`src/rtl/bram_loader.sv`:
```
// bram_loader: single-clock image RAM with download loader, CPU port and load status.
// Ports: clk, reset_n (sync, active-low); download: bram_download, bram_wr,
//   bram_init_address, bram_din; CPU: cs, we, addr, din -> dout, dout_valid;
//   status: busy, loaded, load_size, oob.
// Option: define BRAM_LOADER_CLEAR_EN to zero the memory after every reset.
module bram_loader #(
  parameter int DATA_W   = 8,
  parameter int ADDR_W   = 16,
  parameter int DEPTH    = 512,
  parameter int WRITABLE = 0
) (
  input  logic              clk,
  input  logic              reset_n,
  input  logic              bram_download,
  input  logic              bram_wr,
  input  logic [ADDR_W-1:0] bram_init_address,
  input  logic [DATA_W-1:0] bram_din,
  input  logic              cs,
  input  logic              we,
  input  logic [ADDR_W-1:0] addr,
  input  logic [DATA_W-1:0] din,
  output logic [DATA_W-1:0] dout,
  output logic              dout_valid,
  output logic              busy,
  output logic              loaded,
  output logic [ADDR_W:0]   load_size,
  output logic              oob
);

  localparam int IDX_W = $clog2(DEPTH);

  typedef enum logic [1:0] {
`ifdef BRAM_LOADER_CLEAR_EN
    S_CLEAR,
`endif
    S_IDLE,
    S_LOAD,
    S_READY
  } state_t;

`ifdef BRAM_LOADER_CLEAR_EN
  localparam state_t RST_STATE = S_CLEAR;
  localparam logic   RST_BUSY  = 1'b1;
  logic [IDX_W-1:0] cnt;
`else
  localparam state_t RST_STATE = S_IDLE;
  localparam logic   RST_BUSY  = 1'b0;
`endif

  state_t state;

  logic [DATA_W-1:0] mem [DEPTH];

  logic [IDX_W-1:0]  cpu_idx;
  logic [IDX_W-1:0]  dl_idx;
  logic [ADDR_W:0]   dl_addr;
  logic [ADDR_W:0]   next_size;
  logic              in_range;

  logic              mem_we;
  logic [IDX_W-1:0]  mem_idx;
  logic [DATA_W-1:0] mem_wd;

  assign cpu_idx   = addr[IDX_W-1:0];
  assign dl_idx    = bram_init_address[IDX_W-1:0];
  assign dl_addr   = {1'b0, bram_init_address};
  assign next_size = dl_addr + (ADDR_W+1)'(1);
  assign in_range  = dl_addr < (ADDR_W+1)'(DEPTH);

  // CPU address bits above the index only select mirrors.
  generate
    if (IDX_W < ADDR_W) begin : g_mirror
      logic unused_hi;
      assign unused_hi = ^addr[ADDR_W-1:IDX_W];
    end
  endgenerate

  // Single write port shared by clear, download and CPU.
  // Reset gates it so a strobe during reset never lands.
  always_comb begin
    mem_we  = 1'b0;
    mem_idx = cpu_idx;
    mem_wd  = din;
    if (reset_n) begin
      unique case (state)
`ifdef BRAM_LOADER_CLEAR_EN
        S_CLEAR: begin
          mem_we  = 1'b1;
          mem_idx = cnt;
          mem_wd  = '0;
        end
`endif
        S_LOAD: begin
          if (bram_download && bram_wr && in_range) begin
            mem_we  = 1'b1;
            mem_idx = dl_idx;
            mem_wd  = bram_din;
          end
        end
        S_READY: begin
          if (!bram_download && cs && we && (WRITABLE != 0))
            mem_we = 1'b1;
        end
        default: mem_we = 1'b0;
      endcase
    end
  end

  always_ff @(posedge clk) begin
    if (mem_we)
      mem[mem_idx] <= mem_wd;
  end

  always_ff @(posedge clk) begin
    if (!reset_n) begin
      state      <= RST_STATE;
      dout       <= '0;
      dout_valid <= 1'b0;
      busy       <= RST_BUSY;
      loaded     <= 1'b0;
      load_size  <= '0;
      oob        <= 1'b0;
`ifdef BRAM_LOADER_CLEAR_EN
      cnt        <= '0;
`endif
    end else begin
      dout_valid <= 1'b0;
      unique case (state)
`ifdef BRAM_LOADER_CLEAR_EN
        S_CLEAR: begin
          cnt <= cnt + IDX_W'(1);
          if (cnt == IDX_W'(DEPTH - 1)) begin
            state <= S_IDLE;
            busy  <= 1'b0;
          end
        end
`endif
        S_LOAD: begin
          if (!bram_download) begin
            state  <= S_READY;
            loaded <= 1'b1;
            busy   <= 1'b0;
          end else if (bram_wr) begin
            if (in_range) begin
              if (next_size > load_size)
                load_size <= next_size;
            end else begin
              oob <= 1'b1;
            end
          end
        end
        S_IDLE, S_READY: begin
          if (bram_download) begin
            state     <= S_LOAD;
            busy      <= 1'b1;
            loaded    <= 1'b0;
            load_size <= '0;
            oob       <= 1'b0;
          end else if (cs && !we) begin
            dout       <= mem[cpu_idx];
            dout_valid <= 1'b1;
          end
        end
        default: state <= RST_STATE;
      endcase
    end
  end

endmodule
```
`config.mk`:
```
export PLATFORM = sky130hd
export DESIGN_NAME = bram_loader
export DESIGN_NICKNAME = d
export VERILOG_FILES = /design/src/rtl/bram_loader.sv
export SDC_FILE = /design/constraint.sdc
export NUM_CORES = 2
export LEC_CHECK = 0
export CAP_MARGIN = 20
export CORE_AREA = 2 2 806 808
export CTS_BUF_LIST = sky130_fd_sc_hd__clkbuf_8
export DETAILED_ROUTE_END_ITERATION = 8
export DIE_AREA = 0 0 808 810
export HOLD_SLACK_MARGIN = 0.15
export SYNTH_ARGS = -nofsm -noshare
export SYNTH_HDL_FRONTEND = slang
export SYNTH_SLANG_ARGS = --single-unit
export TNS_END_PERCENT = 10
```
`constraint.sdc`:
```
create_clock -name clk -period 10.7 [get_ports clk]
set_input_delay 1.07 -clock clk [delete_from_list [all_inputs] [get_ports clk]]
set_output_delay 1.07 -clock clk [all_outputs]
set_load 0.005 [all_outputs]
```
After elaboration in Yosys (flattened, before gate mapping)
Memory sizes are Yosys's and may differ from the RTL's. A register that Yosys moved wholly into a read port is not among the register bits. Index checks and enable logic that the tools add are counted.

Muxes and demuxes: 31. Bitwise logic cells: 3. Eq/ne operators: 9. Magnitude comparators: 2. Add/sub/neg operators: 1. Reductions and logical operators: 14.

Operator list (count): 17-bit 2-to-1 mux (5); 17-bit one-hot mux with 2 select lines (1); 9-bit 2-to-1 mux (3); 8-bit 2-to-1 mux (3); 16-bit by 1-bit adder with 17-bit output, second input constant (1); 17-bit greater-than comparator (1); 16-bit by 10-bit less-than comparator with 1-bit output, second input constant (1); 2-bit inequality test, second input constant (7); 1-bit 2-to-1 mux (13); 1-bit one-hot mux with 2 select lines (3); 3-bit AND reduction (2); 6-bit AND reduction (1); 5-bit AND reduction (1); 2-bit 2-to-1 mux (2); 2-bit one-hot mux with 2 select lines (1); 1-bit logical AND (3); 1-bit NOT (3); 3-bit OR reduction (1); 2-bit by 1-bit == test with 1-bit output, second input constant (1); 2-bit == test, second input constant (1); 1-bit zero test (2); 2-bit zero test (1); 2-bit AND reduction (1); 2-bit nonzero test (1); 2-bit OR reduction (1).

Bits of input ports: 54. Output and inout bits: 29. RAM bits: 4096. Memories kept: 1. Register bits: 23. Logic and storage cells: 67.

Memory list: mem (depth 512, bits a word 8, read ports 1, clocked after Yosys merged registers in 1, write ports 1, RTL line 52) `logic [DATA_W-1:0] mem [DEPTH];`.

Longest topological paths before layout
Word-level depth: 7. Mapped depth: 15. Gate-level depth less buffers: 14.

Worst setup path after synthesis
Ideal clock, no wire load.

Path kind: in2reg. From: input port bram_init_address[12]. To: memory mem[0][0] (data pin). Setup slack: 1.272 ns. Data required time: 9.255 ns. Library setup time: 1.445 ns. Arrival: 7.983 ns. Stages: 6. Cell sequence: nor4_1 > and4_1 > buf_2 > buf_2 > nand2_1 > nand2_1.

Cells in the longest elaborated chain, start to end: 5.

Ends and longest elaborated chain: start: declaration (RTL line 16) `input logic [ADDR_W-1:0] bram_init_address,`; 16-bit by 10-bit less-than comparator with 1-bit output (RTL line 68) `assign in_range = dl_addr < (ADDR_W+1)'(DEPTH);`; 1-bit logical AND (RTL line 94) `if (bram_download && bram_wr && in_range) begin`; 8-bit 2-to-1 mux (RTL line 94); 8-bit 2-to-1 mux (RTL line 85) `unique case (state)`; 8-bit 2-to-1 mux (RTL line 84) `if (reset_n) begin`; via mem_wd[0] (RTL line 62) `logic [DATA_W-1:0] mem_wd;`; end: declaration (RTL line 52).

The timed path passes the listed nets, and every way through them passes these cells.

Worst setup path after layout
From: input port bram_init_address[12]. To: memory mem[173][2] (data pin).

Same word-level chain as after synthesis.

==> metrics.cfg <==
[status]
status = completed

[synthesis]
synth_edf_count = 4096
ys_ff_latch = 4127
avgSynthCellArea_um2 = 20.9
synth_area_mm2 = 0.161
ys_types = 81
ys.flop_type = edfxtp_1
mappedNetlistNets = 7763
synth_warnings = 0
yosysSeqAreaShare_pct = 76.9
synthArstFlopShare_pct = 0
synthCells = 7691

[die]
initial_utilization_pct = 24.9
dieArea_mm2 = 0.654
die_w_um = 808
fp-row-count = 296
core_mm2 = 0.647
ios = 83
fp.dieH_um = 810

[sta]
slew_headroom_pct = 7.18
skew_ps = 36.6
fin_crit_sh_pct = 47.7
period_needed_ps = 5100
hold_ws_ps = 453
hold_viol_final = 0
max_freq_mhz = 196
grt_setup_unrepaired = false
tns_ps = 0
fin_ws_ps = 5600
finalSetupViolCount = 0
worstMarginPinSlew_ps = 1390
maxSlewViolCount = 0

[worst_setup_path]
max_stage_delay_ps = 1000
cp.depth = 7
critPathLaunch = bram_init_address[12]
criticalPathCategory = in -> reg
worstPathArrival_ps = 5940
reg2reg_to = mem[173][2]$_DFFE_PP_
crit_buf_inv = 3
crit_path_end = mem[173][2]$_DFFE_PP_
ff2ff_setup_slack_ps = 5720
cpLargestDelayFamily = simple AND/OR/NAND/NOR gates
start_kind = input pin
worst-path-max-fanout = 171
crit_slowest_cell = and4_1
critical_path.cell_chain = clkdlybuf4s50_1 -> nor4_1 -> and4_1 -> nand2_1 -> nand2_4 -> buf_12 -> buf_4
r2r.worst_path.cells = 6
r2r-start = state[0]$_SDFFE_PN0P_
required_ps = 11540
worst_setup_path_end_kind = flip-flop

[cells_and_area]
final_common_cell = edfxtp_1
fillCellCount = 63500
layout_common_cells = edfxtp_1, mux4_2, clkbuf_8
syn_to_final_growth_pct = 14.2
nNetsFinal = 8245
drive_gt1_share_pct = 23.6
final_area_mm2 = 0.184

[clock_tree]
cts_hold_buf = 0
cts_root_buf = clkbuf_8
clkTransAtPathRegs_ps = 60
cts_tree = done
cts_max_level = 6
cts_resized = 0
cts_buffers = 663
cts_setup_buffers = 0
insertion_delay_ps = 1250
cts_sinks = 4127
clockBufferDepth = 4

[routing]
drt-pass1-iter-count = 8
final_antenna_net_count = 0
drtIter0Drc = 11400
wire_per_inst_um = 27.2
routed_wl_um = 470000
drc = 0
viasPerCell = 4.81
vias = 83300

[place]
place_ws_ps = 4430
gp_congestion = 0.826
dp_hpwl_um = 278000
place_area_mm2 = 0.172
port-buffer-count = 75

[global_route]
grt_start_max_net_pins = 217
grt_util_met2_pct = 21.5
grt_pass1_vias = 82300
grt_most_used_layer = met2
grt_util_all_layers_pct = 13.8
use_met1_pct = 18.6
antenna_found_initial = 31
grt_pass1_wl_um = 650000
overflow = 0
met3_usage_pct = 3.44

[worst_hold_path]
hold_path.class = reg -> reg
hold_start = oob$_SDFFE_PN0P_

[pwr]
p_per_area_mw_per_mm2 = 173
peakVddDrop_uv = 130
static-leakage-power_nw = 55.9

[run]
drv_cap = 0

-- final cells by class --
cell class | count | area (µm²) | share of cell area [%]
tap | 8642 | 10800 | 5.89
timing repair buffer | 282 | 2650 | 1.44
inverter | 27 | 116 | 0.0633
clock inverter | 494 | 2500 | 1.36
multi-input combinational | 3072 | 34800 | 18.9
clock buffer | 667 | 9180 | 5.00
antenna | 14 | 35.0 | 0.0191
sequential | 4127 | 124000 | 67.3
-- state kept, by name (all words and copies together), names as in the netlist --
signal      flops
dout            8
load_size      17
dout_valid      1
busy            1
loaded          1
state           2
oob             1
mem          4096
-- cell usage after synthesis (18+ instances only) --
cell type,instances,share of area [%]
a311oi_1,21,0.11
mux2i_1,283,1.8
inv_1,23,0.054
buf_1,20,0.047
edfxtp_1,4096,76
and3_1,22,0.086
mux2_2,21,0.15
mux4_2,964,13
nand3_1,64,0.20
buf_4,81,0.38
clkbuf_1,172,0.40
o21ai_0,42,0.13
nor2_1,597,1.4
a22oi_1,150,0.70
nand2_1,310,0.72
nor2b_1,18,0.070
nand4_1,35,0.14
buf_6,56,0.39
o22ai_1,79,0.31
buf_2,129,0.40
a21oi_1,65,0.20
dfxtp_1,31,0.39
a221oi_1,35,0.19
a31oi_1,23,0.089
ha_1,18,0.14
nor3_1,53,0.16
-- cells by family after synthesis --
group | Yosys count | synth area share, %
DFF | 4127 | 76.9
muxes | 1269 | 15.4
buffers and inverters | 492 | 1.74
xor gates and xnor gates | 15 | 0.0817
adders and majority gates | 18 | 0.140
and+or+nand+nor | 1208 | 3.27
AOI/OAI and AO/OA | 562 | 2.49
-- report_power, final --
part	switching [W]	internal (W)
clock network	0.00628	0.00606
logic	0.00115	0.000529
registers	0.0000118	0.0178
-- metrics by stage --
| step | utilization, % | total power (W) | instances |
|---|---|---|---|
| after global routing | 28.4 | 0.0327 | 17300 |
| after CTS | 28.4 | 0.0319 | 17300 |
| after detailed placement | 26.6 | 0.0198 | 16100 |
| final | 28.4 | 0.0318 | 17300 |
| after floorplan | - | 0.0192 | 7691 |
| after global placement | 26.6 | 0.0198 | 16100 |
-- metal layers --
layer	vias to the layer above	routed length [µm]
met5	-	617
met4	18	18100
met3	843	50500
met2	4784	217000
met1	44600	185000
li1	33100	-
-- worst min-delay path by stage --
stage                                       endpoint  slack [ps]  cells past startpoint
after detailed placement            oob$_SDFFE_PN0P_         450                      2
after CTS                           oob$_SDFFE_PN0P_         420                      4
after global routing      load_size[12]$_SDFFE_PN0P_         490                      2
after global placement              oob$_SDFFE_PN0P_         450                      2
final                               oob$_SDFFE_PN0P_         450                      2
after floorplan                     oob$_SDFFE_PN0P_         440                      2
-- worst register-to-register path, cell delays in order, from the launching register on --
cell	delay (ps)
dfxtp_1	450
and4b_1	350
and4_1	960
nand2_1	240
nand2_4	730
buf_12	630
buf_4	1140
Note: power is estimated with default switching activity, not from simulation.
